### src/rtl/arbiter_pkg.sv
// Shared types for the weighted round-robin stream arbiter.
package arbiter_pkg;

  typedef enum logic {
    ST_IDLE = 1'b0,
    ST_BUSY = 1'b1
  } arb_state_e;

endpackage

### src/rtl/rr_priority_select.sv
// Rotating find-first: returns the first set request at or after i_start, wrapping modulo N.
module rr_priority_select #(
  parameter int unsigned N     = 4,
  parameter int unsigned IDX_W = 2
) (
  input  logic [N-1:0]     i_req,
  input  logic [IDX_W-1:0] i_start,
  output logic             o_found,
  output logic [IDX_W-1:0] o_idx
);

  always_comb begin
    o_found = 1'b0;
    o_idx   = '0;
    for (int unsigned i = 0; i < N; i++) begin
      int unsigned k;
      k = (32'(i_start) + i) % N;
      if (!o_found && i_req[IDX_W'(k)]) begin
        o_found = 1'b1;
        o_idx   = IDX_W'(k);
      end
    end
  end

endmodule

### src/rtl/stream_arbiter_wrr.sv
// Packet-locked weighted round-robin arbiter merging INPUT_NUM valid/ready streams into one
// registered output; each input may win up to its weight in consecutive packets.
module stream_arbiter_wrr
  import arbiter_pkg::*;
#(
  parameter int unsigned INPUT_NUM  = 4,
  parameter int unsigned DATA_WIDTH = 32,
  parameter int unsigned WEIGHT_W   = 4
) (
  input  logic                                  ACLK,
  input  logic                                  ARESETn,
  input  logic [INPUT_NUM-1:0][DATA_WIDTH-1:0]  data_i,
  input  logic [INPUT_NUM-1:0]                  last_i,
  input  logic [INPUT_NUM-1:0]                  valid_i,
  output logic [INPUT_NUM-1:0]                  ready_o,
  input  logic [INPUT_NUM-1:0][WEIGHT_W-1:0]    weights_i,
  output logic [DATA_WIDTH-1:0]                 data_o,
  output logic                                  last_o,
  output logic                                  valid_o,
  input  logic                                  ready_i,
  output logic [$clog2(INPUT_NUM)-1:0]          grant_o,
  output logic                                  busy_o
);

  localparam int unsigned IDX_W    = $clog2(INPUT_NUM);
  localparam logic [IDX_W-1:0] LAST_IDX = IDX_W'(INPUT_NUM - 1);

  arb_state_e            r_state, w_state_nxt;
  logic [IDX_W-1:0]      r_grant, w_grant_nxt;
  logic [IDX_W-1:0]      r_ptr, w_ptr_nxt;
  logic [WEIGHT_W-1:0]   r_cnt, w_cnt_nxt;
  logic                  r_turn_vld, w_turn_nxt;
  logic [DATA_WIDTH-1:0] r_data;
  logic                  r_last, r_valid;

  logic [IDX_W-1:0]      w_start, w_sel_idx;
  logic                  w_sel_found;
  logic [WEIGHT_W-1:0]   w_eff_w;
  logic                  w_keep, w_out_rdy, w_accept;

  // r_turn_vld clear means no input owns a turn yet, so the first decision searches from ptr+1.
  assign w_start   = (r_ptr == LAST_IDX) ? '0 : r_ptr + IDX_W'(1);
  assign w_eff_w   = (weights_i[r_ptr] == '0) ? WEIGHT_W'(1) : weights_i[r_ptr];
  assign w_keep    = r_turn_vld && valid_i[r_ptr] && (r_cnt < w_eff_w);
  assign w_out_rdy = !r_valid || ready_i;
  assign w_accept  = (r_state == ST_BUSY) && valid_i[r_grant] && w_out_rdy;

  rr_priority_select #(
    .N     (INPUT_NUM),
    .IDX_W (IDX_W)
  ) u_sel (
    .i_req   (valid_i),
    .i_start (w_start),
    .o_found (w_sel_found),
    .o_idx   (w_sel_idx)
  );

  always_ff @(posedge ACLK or negedge ARESETn) begin
    if (!ARESETn) begin
      r_state    <= ST_IDLE;
      r_grant    <= '0;
      r_ptr      <= LAST_IDX;
      r_cnt      <= '0;
      r_turn_vld <= 1'b0;
    end else begin
      r_state    <= w_state_nxt;
      r_grant    <= w_grant_nxt;
      r_ptr      <= w_ptr_nxt;
      r_cnt      <= w_cnt_nxt;
      r_turn_vld <= w_turn_nxt;
    end
  end

  always_comb begin
    w_state_nxt = r_state;
    w_grant_nxt = r_grant;
    w_ptr_nxt   = r_ptr;
    w_cnt_nxt   = r_cnt;
    w_turn_nxt  = r_turn_vld;
    ready_o     = '0;
    case (r_state)
      ST_IDLE: begin
        if (w_sel_found) begin
          w_state_nxt = ST_BUSY;
          if (w_keep) begin
            w_grant_nxt = r_ptr;
          end else begin
            w_grant_nxt = w_sel_idx;
            w_ptr_nxt   = w_sel_idx;
            w_cnt_nxt   = '0;
            w_turn_nxt  = 1'b1;
          end
        end
      end
      ST_BUSY: begin
        ready_o[r_grant] = w_out_rdy;
        if (w_accept && last_i[r_grant]) begin
          w_state_nxt = ST_IDLE;
          if (r_cnt != '1) w_cnt_nxt = r_cnt + WEIGHT_W'(1);
        end
      end
      default: w_state_nxt = ST_IDLE;
    endcase
  end

  // Single-entry output register: loads on accept, drains when downstream is ready.
  always_ff @(posedge ACLK or negedge ARESETn) begin
    if (!ARESETn) begin
      r_data  <= '0;
      r_last  <= 1'b0;
      r_valid <= 1'b0;
    end else if (w_accept) begin
      r_data  <= data_i[r_grant];
      r_last  <= last_i[r_grant];
      r_valid <= 1'b1;
    end else if (ready_i) begin
      r_valid <= 1'b0;
    end
  end

  assign data_o  = r_data;
  assign last_o  = r_last;
  assign valid_o = r_valid;
  assign grant_o = r_grant;
  assign busy_o  = (r_state == ST_BUSY);

endmodule

### config.mk
export PLATFORM = sky130hd
export DESIGN_NAME = stream_arbiter_wrr
export DESIGN_NICKNAME = d
export VERILOG_FILES = /design/src/rtl/arbiter_pkg.sv /design/src/rtl/rr_priority_select.sv /design/src/rtl/stream_arbiter_wrr.sv
export SDC_FILE = /design/constraint.sdc
export NUM_CORES = 1
export LEC_CHECK = 0
export BUFFER_PORTS_ARGS = -buffer_cell sky130_fd_sc_hd__buf_2
export CAP_MARGIN = 5
export CORE_ASPECT_RATIO = 1.75
export CORE_MARGIN = 2
export CORE_UTILIZATION = 44
export CTS_CLUSTER_SIZE = 24
export DETAILED_ROUTE_END_ITERATION = 10
export GPL_TIMING_DRIVEN = 0
export PLACE_DENSITY = 0.82
export SYNTH_ARGS = -nofsm -noshare
export SYNTH_HDL_FRONTEND = slang
export SYNTH_SLANG_ARGS = --single-unit
### constraint.sdc
create_clock -name ACLK -period 3 [get_ports ACLK]
set_input_delay 0.45 -clock ACLK [delete_from_list [all_inputs] [get_ports ACLK]]
set_output_delay 0.45 -clock ACLK [all_outputs]
set_load 0.03 [all_outputs]
## After elaboration in Yosys (flattened, before gate mapping)

Cells that the tools add are included.

| cells by class | value |
|---|---|
| bitwise gates (word level) | 3 |
| mux-type cells | 42 |
| equal/unequal tests | 6 |
| reductions and logical operators | 19 |
| add/subtract/negate cells | 5 |
| magnitude comparators | 8 |

Operators by type and width:

| operator | number |
|---|---|
| $bmux W32 S2 | 1 |
| $mux W32 | 1 |
| $mux W4 | 7 |
| $lt A2 B3 Y1 const B | 6 |
| $mux W1 | 16 |
| $bmux W1 S2 | 7 |
| $mux W2 | 6 |
| $logic_and A1 B1 Y1 | 9 |
| $bmux W4 S2 | 1 |
| $pmux W4 S2 | 1 |
| $ne A2 B1 Y1 const B | 3 |
| $add A2 B1 Y2 const B | 2 |
| $add A2 B2 Y2 const B | 2 |
| $add A4 B1 Y4 const B | 1 |
| $and A4 B4 Y4 | 1 |
| $logic_not A1 Y1 | 4 |
| $logic_not A4 Y1 | 1 |
| $lt A4 B4 Y1 | 1 |
| $ne A4 B4 Y1 const B | 1 |
| $reduce_and A4 Y1 | 1 |
| $reduce_and A3 Y1 | 1 |
| $demux W1 S2 | 1 |
| $eq A2 B2 Y1 const B | 1 |
| $ge A2 B1 Y1 const B | 1 |
| other kinds (6) | 7 |

| storage, ports and cells | value |
|---|---|
| register bits | 44 |
| word-level logic and storage cells | 91 |
| output and inout bits | 41 |

## Logic depth before layout (Yosys ltp)

| logic depth | value |
|---|---|
| depth in word-level cells | 16 |
| mapped depth | 10 |
| mapped depth without buffers | 9 |

## Hierarchy

Synthesis repeated with hierarchy kept, for this count alone.

| second synthesis, totals | value |
|---|---|
| cells, all modules | 201 |
| area, all modules | 2866.5 µm² |

By module, submodules not included:

| module | times used | area each (µm²) | cells each | seq. area each (µm²) |
|---|---|---|---|---|
| stream_arbiter_wrr | 1 | 2788.9 | 186 | 1103.6 |
| rr_priority_select | 1 | 77.6 | 15 | 0.0 |

## Worst setup path before layout

Ideal clock, no wire load.

| timing path | value |
|---|---|
| path type | register to output |
| from | register r_grant[0], in the netlist grant_o[0] |
| to | output port ready_o[1] |
| stages on the path, launching flop included | 4 |
| slack | 476 ps |
| required time | 2550 ps |
| data arrival time | 2074 ps |
| cell sequence | dfrtp_1 > buf_2 > clkbuf_1 > nor3b_1 |

| between the ends | value |
|---|---|
| longest elaborated chain between the ends | 6 |

Ends and longest elaborated chain:

| element | line | text |
|---|---|---|
| start, declared | stream_arbiter_wrr.sv:29 | `logic [IDX_W-1:0] r_grant, w_grant_nxt;` |
| start signal, assigned | stream_arbiter_wrr.sv:67 | `r_grant <= w_grant_nxt;` |
| $lt A2 B3 Y1 (not written as such) or $ge A2 B1 Y1 (tied branches) | stream_arbiter_wrr.sv:96 | `ready_o[r_grant] = w_out_rdy;` |
| $logic_and A1 B1 Y1 (not written as such) | stream_arbiter_wrr.sv:96 |  |
| $mux W1 (not written as such) | stream_arbiter_wrr.sv:96 |  |
| $demux W1 S2 (*) | stream_arbiter_wrr.sv:96 |  |
| $and A4 B4 Y4 (no source line) (*) | n/a |  |
| $mux W4 (*) | stream_arbiter_wrr.sv:81 | `case (r_state)` |
| end, declared | stream_arbiter_wrr.sv:15 | `output logic [INPUT_NUM-1:0] ready_o,` |

Mark *: on every way between the ends. The rest lies on a longest branch, timed or not.

## Final worst setup path

| timing path | value |
|---|---|
| from | register r_ptr[0] |
| to | register r_grant[0], in the netlist grant_o[0] |

| between the ends | value |
|---|---|
| longest elaborated chain between the ends | 15 |

Ends and longest elaborated chain:

| element | line | text |
|---|---|---|
| start, declared | stream_arbiter_wrr.sv:30 | `logic [IDX_W-1:0] r_ptr, w_ptr_nxt;` |
| start signal, assigned | stream_arbiter_wrr.sv:68 | `r_ptr <= w_ptr_nxt;` |
| branches (longest 15 deep; another with $add A2 B1 Y2) | n/a |  |

Parallel ways; which one is timed is not known. The select of a mux whose other input is x is not followed.
A chain may end at the register's enable or synchronous reset.

==> results.md <==
- Data on the critical path is required at its endpoint by about 3.2 ns.
- The effective utilization at floorplan is 45.82%.
- The die outline height is 116.2 microns.
- The count of pins over their slew limit is 0.
- The number of endpoints failing setup at the final stage is 0.
- The leakage power summed over all cells is 2.090 nW.
- In this run the count of I/O pins placed on the die edge is approximately 200.
- The synthesized netlist devotes 6.485% of its cell area to compound gates.
- Dividing the detail-routed via count by the number of cells gives 5.684.
- Counting along the longest clock path gives a buffer depth of 2.
- The first global-routing pass estimated 13940 microns of wire.
- The proportion of layout cells with a drive suffix above 1 is around two thirds.
- The cell at the root of the clock tree is sky130_fd_sc_hd__clkbuf_16.
- The share of synthesized area in the top cell type comes to between 30% and 40%.
- Across all layers, the routed design uses between 3000 and 4000 vias.
- The CTS buffer count is 5.
- The number of detailed-route iterations in the first pass is 4.
- The floorplan step defined a die boundary enclosing approximately 7900 sq um.
- Once detail routing completed, the nets flagged for antenna violations numbered 0.
- The final critical path takes up between 90% and 100% of the cycle.
- STA classifies the critical path endpoint as a flop.
- The initial antenna violation count is 1.
- STA puts the critical path data arrival time at between 2 and 3 ns.
- For the finished layout, the period the worst path requires is ~2.7 ns.
- At the pin with the least slew margin, the transition time is ~0.99 ns.
- Max-cap violations in this run came to 0.
- The number of gates resized after CTS was 0.
- The count of buffers added on input and output ports is about 200.
- The largest fanout on the critical path is 10.
- The maximum VDD drop is around 0.00075 V.
- The count of flip-flops with a built-in enable after synthesis is 0.
- By area, the combinational part of the netlist is dominated by multiplexers.
- After synthesis the netlist holds a flip-flop and latch count of 44.
- After synthesis, the share of cell area in mux cells is 43.18%.
- The number of placed instances, taps included, is 520.
- The total overflow reported by the global router is 0.
- The library cell with the largest summed area after synthesis is sky130_fd_sc_hd__dfrtp_1.
- Counting flops with an async set or reset pin after synthesis yields a share of 100.0%.
- In this run, the number of DRC markers left after iteration 0 of detailed routing was 194.
- The power per standard cell area is around 1100 nW/um^2.
- The path category of the worst min-delay check is input pin to asynchronous set/reset pin.
- The post-CTS clock slew at the launch and capture registers of the worst setup and hold paths is roughly 0.06 ns.
- The global router's overall resource usage is a little under a quarter.
- Across all hold checks on the routed design, the worst slack comes to approximately 0.33 ns.
- The maximum clock skew at final layout is 0.005026 ns.
- The count of synthesis-stage warnings from yosys is 0.
- The post-synthesis instance total is approximately 240.
- The setup path with the least slack is of type flop to flop.
- Counting the fill cells in the layout gives about 520.
- The post-synthesis average cell area is about 13 sq um.
- The flow ran to the end, and the final reports show no timing, DRC or antenna violations.
- Yosys mapped the design onto approximately 50 distinct sky130hd cell types.
- The hold buffer count at CTS is 0.
- After synthesis, the most frequently instantiated cells are sky130_fd_sc_hd__dfrtp_1 (42), sky130_fd_sc_hd__mux4_2 (37), sky130_fd_sc_hd__mux2_2 (35).
- The number of global-route vias before repair is between 3000 and 4000.
- The startpoint type of the worst setup path is a flop.
- The xor/xnor cell area share of the yosys netlist is less than 1%.
- Wires add up to roughly 9400 microns.
- For the final routed database, the setup TNS stands at 0 ns.
- After detailed routing, the number of remaining DRC violations is 0.
- Setup repair after global routing left no endpoint under its margin.
- The post-CTS setup repair buffer count is 0.
- The max-slew headroom at the worst pin is 33.89%.
- The synthesized-area fraction occupied by and/or/nand/nor cells is about a tenth.
- The H-tree was split into 2 levels.
- The final count of hold timing violations is 0.
- The wire-length estimate of the detail-placed layout is approximately 7700 microns.
- The top achievable clock speed is about 370 MHz.
- After detailed routing, the average wire length per cell comes to between 15 and 20 microns.
- After synthesis, the cell types taking the most area are sky130_fd_sc_hd__dfrtp_1 (33%), sky130_fd_sc_hd__mux4_2 (26%), sky130_fd_sc_hd__mux2_2 (12%).
- Counting every net in the synthesized netlist gives approximately 400.
- The area growth from synthesis to layout is 39.42%.
- The horizontal die dimension is between 60 and 70 microns.
- Entering global routing, the biggest net connects 45 pins.
- The most common flop cell mapped by yosys is sky130_fd_sc_hd__dfrtp_1.
- The dominant cell by count in the synthesized netlist is sky130_fd_sc_hd__dfrtp_1.
- The insertion delay of the later-clocked pin in the worst-skew pair is approximately 0.29 ns.
- The TritonCTS clock tree is done.
- The area of the mapped netlist is around 3200 sq um.
- In this run the core area contains 40 standard-cell rows.
- For this run, the post-layout net count is around 600.
- The core area is a little under 7000 sq um.
- The clock net in this run drives a total of between 40 and 50 sinks.
- The finished layout holds roughly 530 standard cells, fillers aside.
- The adder-cell share of the synthesized area is 1.977%.
- For this run, the register share of the synthesized area comes to roughly a third.
- The routability-driven placement congestion ratio is 0.9203.
## critical path: stages, from the launching register on
cell and delay, ns:
sky130_fd_sc_hd__dfstp_2 0.54, sky130_fd_sc_hd__ha_1 0.13, sky130_fd_sc_hd__clkbuf_1 0.27, sky130_fd_sc_hd__clkbuf_1 0.38, sky130_fd_sc_hd__inv_1 0.17, sky130_fd_sc_hd__a2111oi_0 0.45, sky130_fd_sc_hd__a21oi_1 0.09, sky130_fd_sc_hd__o221a_2 0.31
sky130_fd_sc_hd__mux2i_1 0.14, sky130_fd_sc_hd__a21oi_1 0.09
## flip-flops by register name, indices dropped and copies added, names as in the netlist
register    flops
grant_o         2
r_turn_vld      1
r_cnt           4
busy_o          1
last_o          1
valid_o         1
data_o         32
r_ptr           2
## power breakdown
part / leakage, nW / internal (mW) / switching (mW) / total (mW)
combinational: 1.50 / 1.45 / 1.79 / 3.24
sequential: 0.512 / 0.913 / 0.182 / 1.09
clock: 0.0808 / 0.392 / 0.226 / 0.617
## through the flow
stage | worst slack (ns) | power (mW) | utilization, % | cell area (sq um)
2_1_floorplan | 0.4757 | 3.531 | - | 3164
3_3_place_gp | 0.3898 | 4.232 | 61.47 | 4245
3_5_place_dp | 0.3529 | 4.359 | 61.47 | 4245
4_1_cts | 0.3457 | 4.987 | 63.84 | 4409
5_1_grt | 0.1493 | 5.278 | 63.84 | 4409
6_report | 0.2968 | 4.954 | 63.88 | 4412
## placed cells by master, fill, tap and decap left out, types with 2 or more instances in the layout
cell type	n
sky130_fd_sc_hd__a21oi_1	2
sky130_fd_sc_hd__a221o_1	2
sky130_fd_sc_hd__a31oi_1	6
sky130_fd_sc_hd__and2_1	2
sky130_fd_sc_hd__buf_1	7
sky130_fd_sc_hd__buf_2	197
sky130_fd_sc_hd__clkbuf_1	13
sky130_fd_sc_hd__clkbuf_16	5
sky130_fd_sc_hd__dfrtp_1	42
sky130_fd_sc_hd__dfstp_2	2
sky130_fd_sc_hd__ha_1	5
sky130_fd_sc_hd__inv_1	7
sky130_fd_sc_hd__mux2_2	35
sky130_fd_sc_hd__mux2_4	2
sky130_fd_sc_hd__mux2i_1	3
sky130_fd_sc_hd__mux4_1	3
sky130_fd_sc_hd__mux4_2	37
sky130_fd_sc_hd__nand2_1	19
sky130_fd_sc_hd__nand2b_1	2
sky130_fd_sc_hd__nand3_1	3
sky130_fd_sc_hd__nand4_1	2
sky130_fd_sc_hd__nor2_1	9
sky130_fd_sc_hd__nor3_1	4
sky130_fd_sc_hd__nor3b_1	2
sky130_fd_sc_hd__o21ai_0	4
sky130_fd_sc_hd__o21ai_1	2
sky130_fd_sc_hd__or2_2	2
## routing by layer
metal / global-route usage, % / vias to the layer above / part of all wire (%)
met5: 0 / - / 0
met4: 11.20 / 0 / 2.7
met3: 5.491 / 22 / 9.5
met2: 44.79 / 183 / 55
met1: 23.89 / 1442 / 32
li1: - / 1360 / -
## final timing paths
path	start	to	slack (ns)	cells past startpoint
max	r_ptr[0]$_DFFE_PN1P_	grant_o[0]$_DFFE_PN0P_	0.30	9
min	ARESETn	data_o[19]$_DFFE_PN0P_	0.33	1
max reg2reg	r_ptr[0]$_DFFE_PN1P_	grant_o[0]$_DFFE_PN0P_	0.30	9
min reg2reg	data_o[5]$_DFFE_PN0P_	data_o[5]$_DFFE_PN0P_	0.50	1
max in group asynchronous	ARESETn	data_o[6]$_DFFE_PN0P_	2.06	1
min in group ACLK	ready_i	valid_o$_DFFE_PN0P_	0.48	3
## cells by family after synthesis
logic type | after synthesis
AO/OA/AOI/OAI | 28
adder cells (fa/ha/maj) | 5
multiplexers | 80
XOR/XNOR | 1
flip-flops | 44
buffers and inverters | 29
AND/OR/NAND/NOR | 54
## layout make-up
class | count | area (sq um) | area share, %
Multi-Input combinational cell | 168 | 1942 | 44.02
Inverter | 7 | 26.28 | 0.5956
Clock inverter | 2 | 35.03 | 0.7941
Tap cell | 84 | 105.1 | 2.382
Sequential cell | 44 | 1104 | 25.01
Buffer | 22 | 92.59 | 2.099
Clock buffer | 6 | 128.9 | 2.921
Antenna cell | 1 | 2.502 | 0.05672
Timing Repair Buffer | 195 | 975.9 | 22.12
No activity file was read; power rests on OpenSTA's default activity.
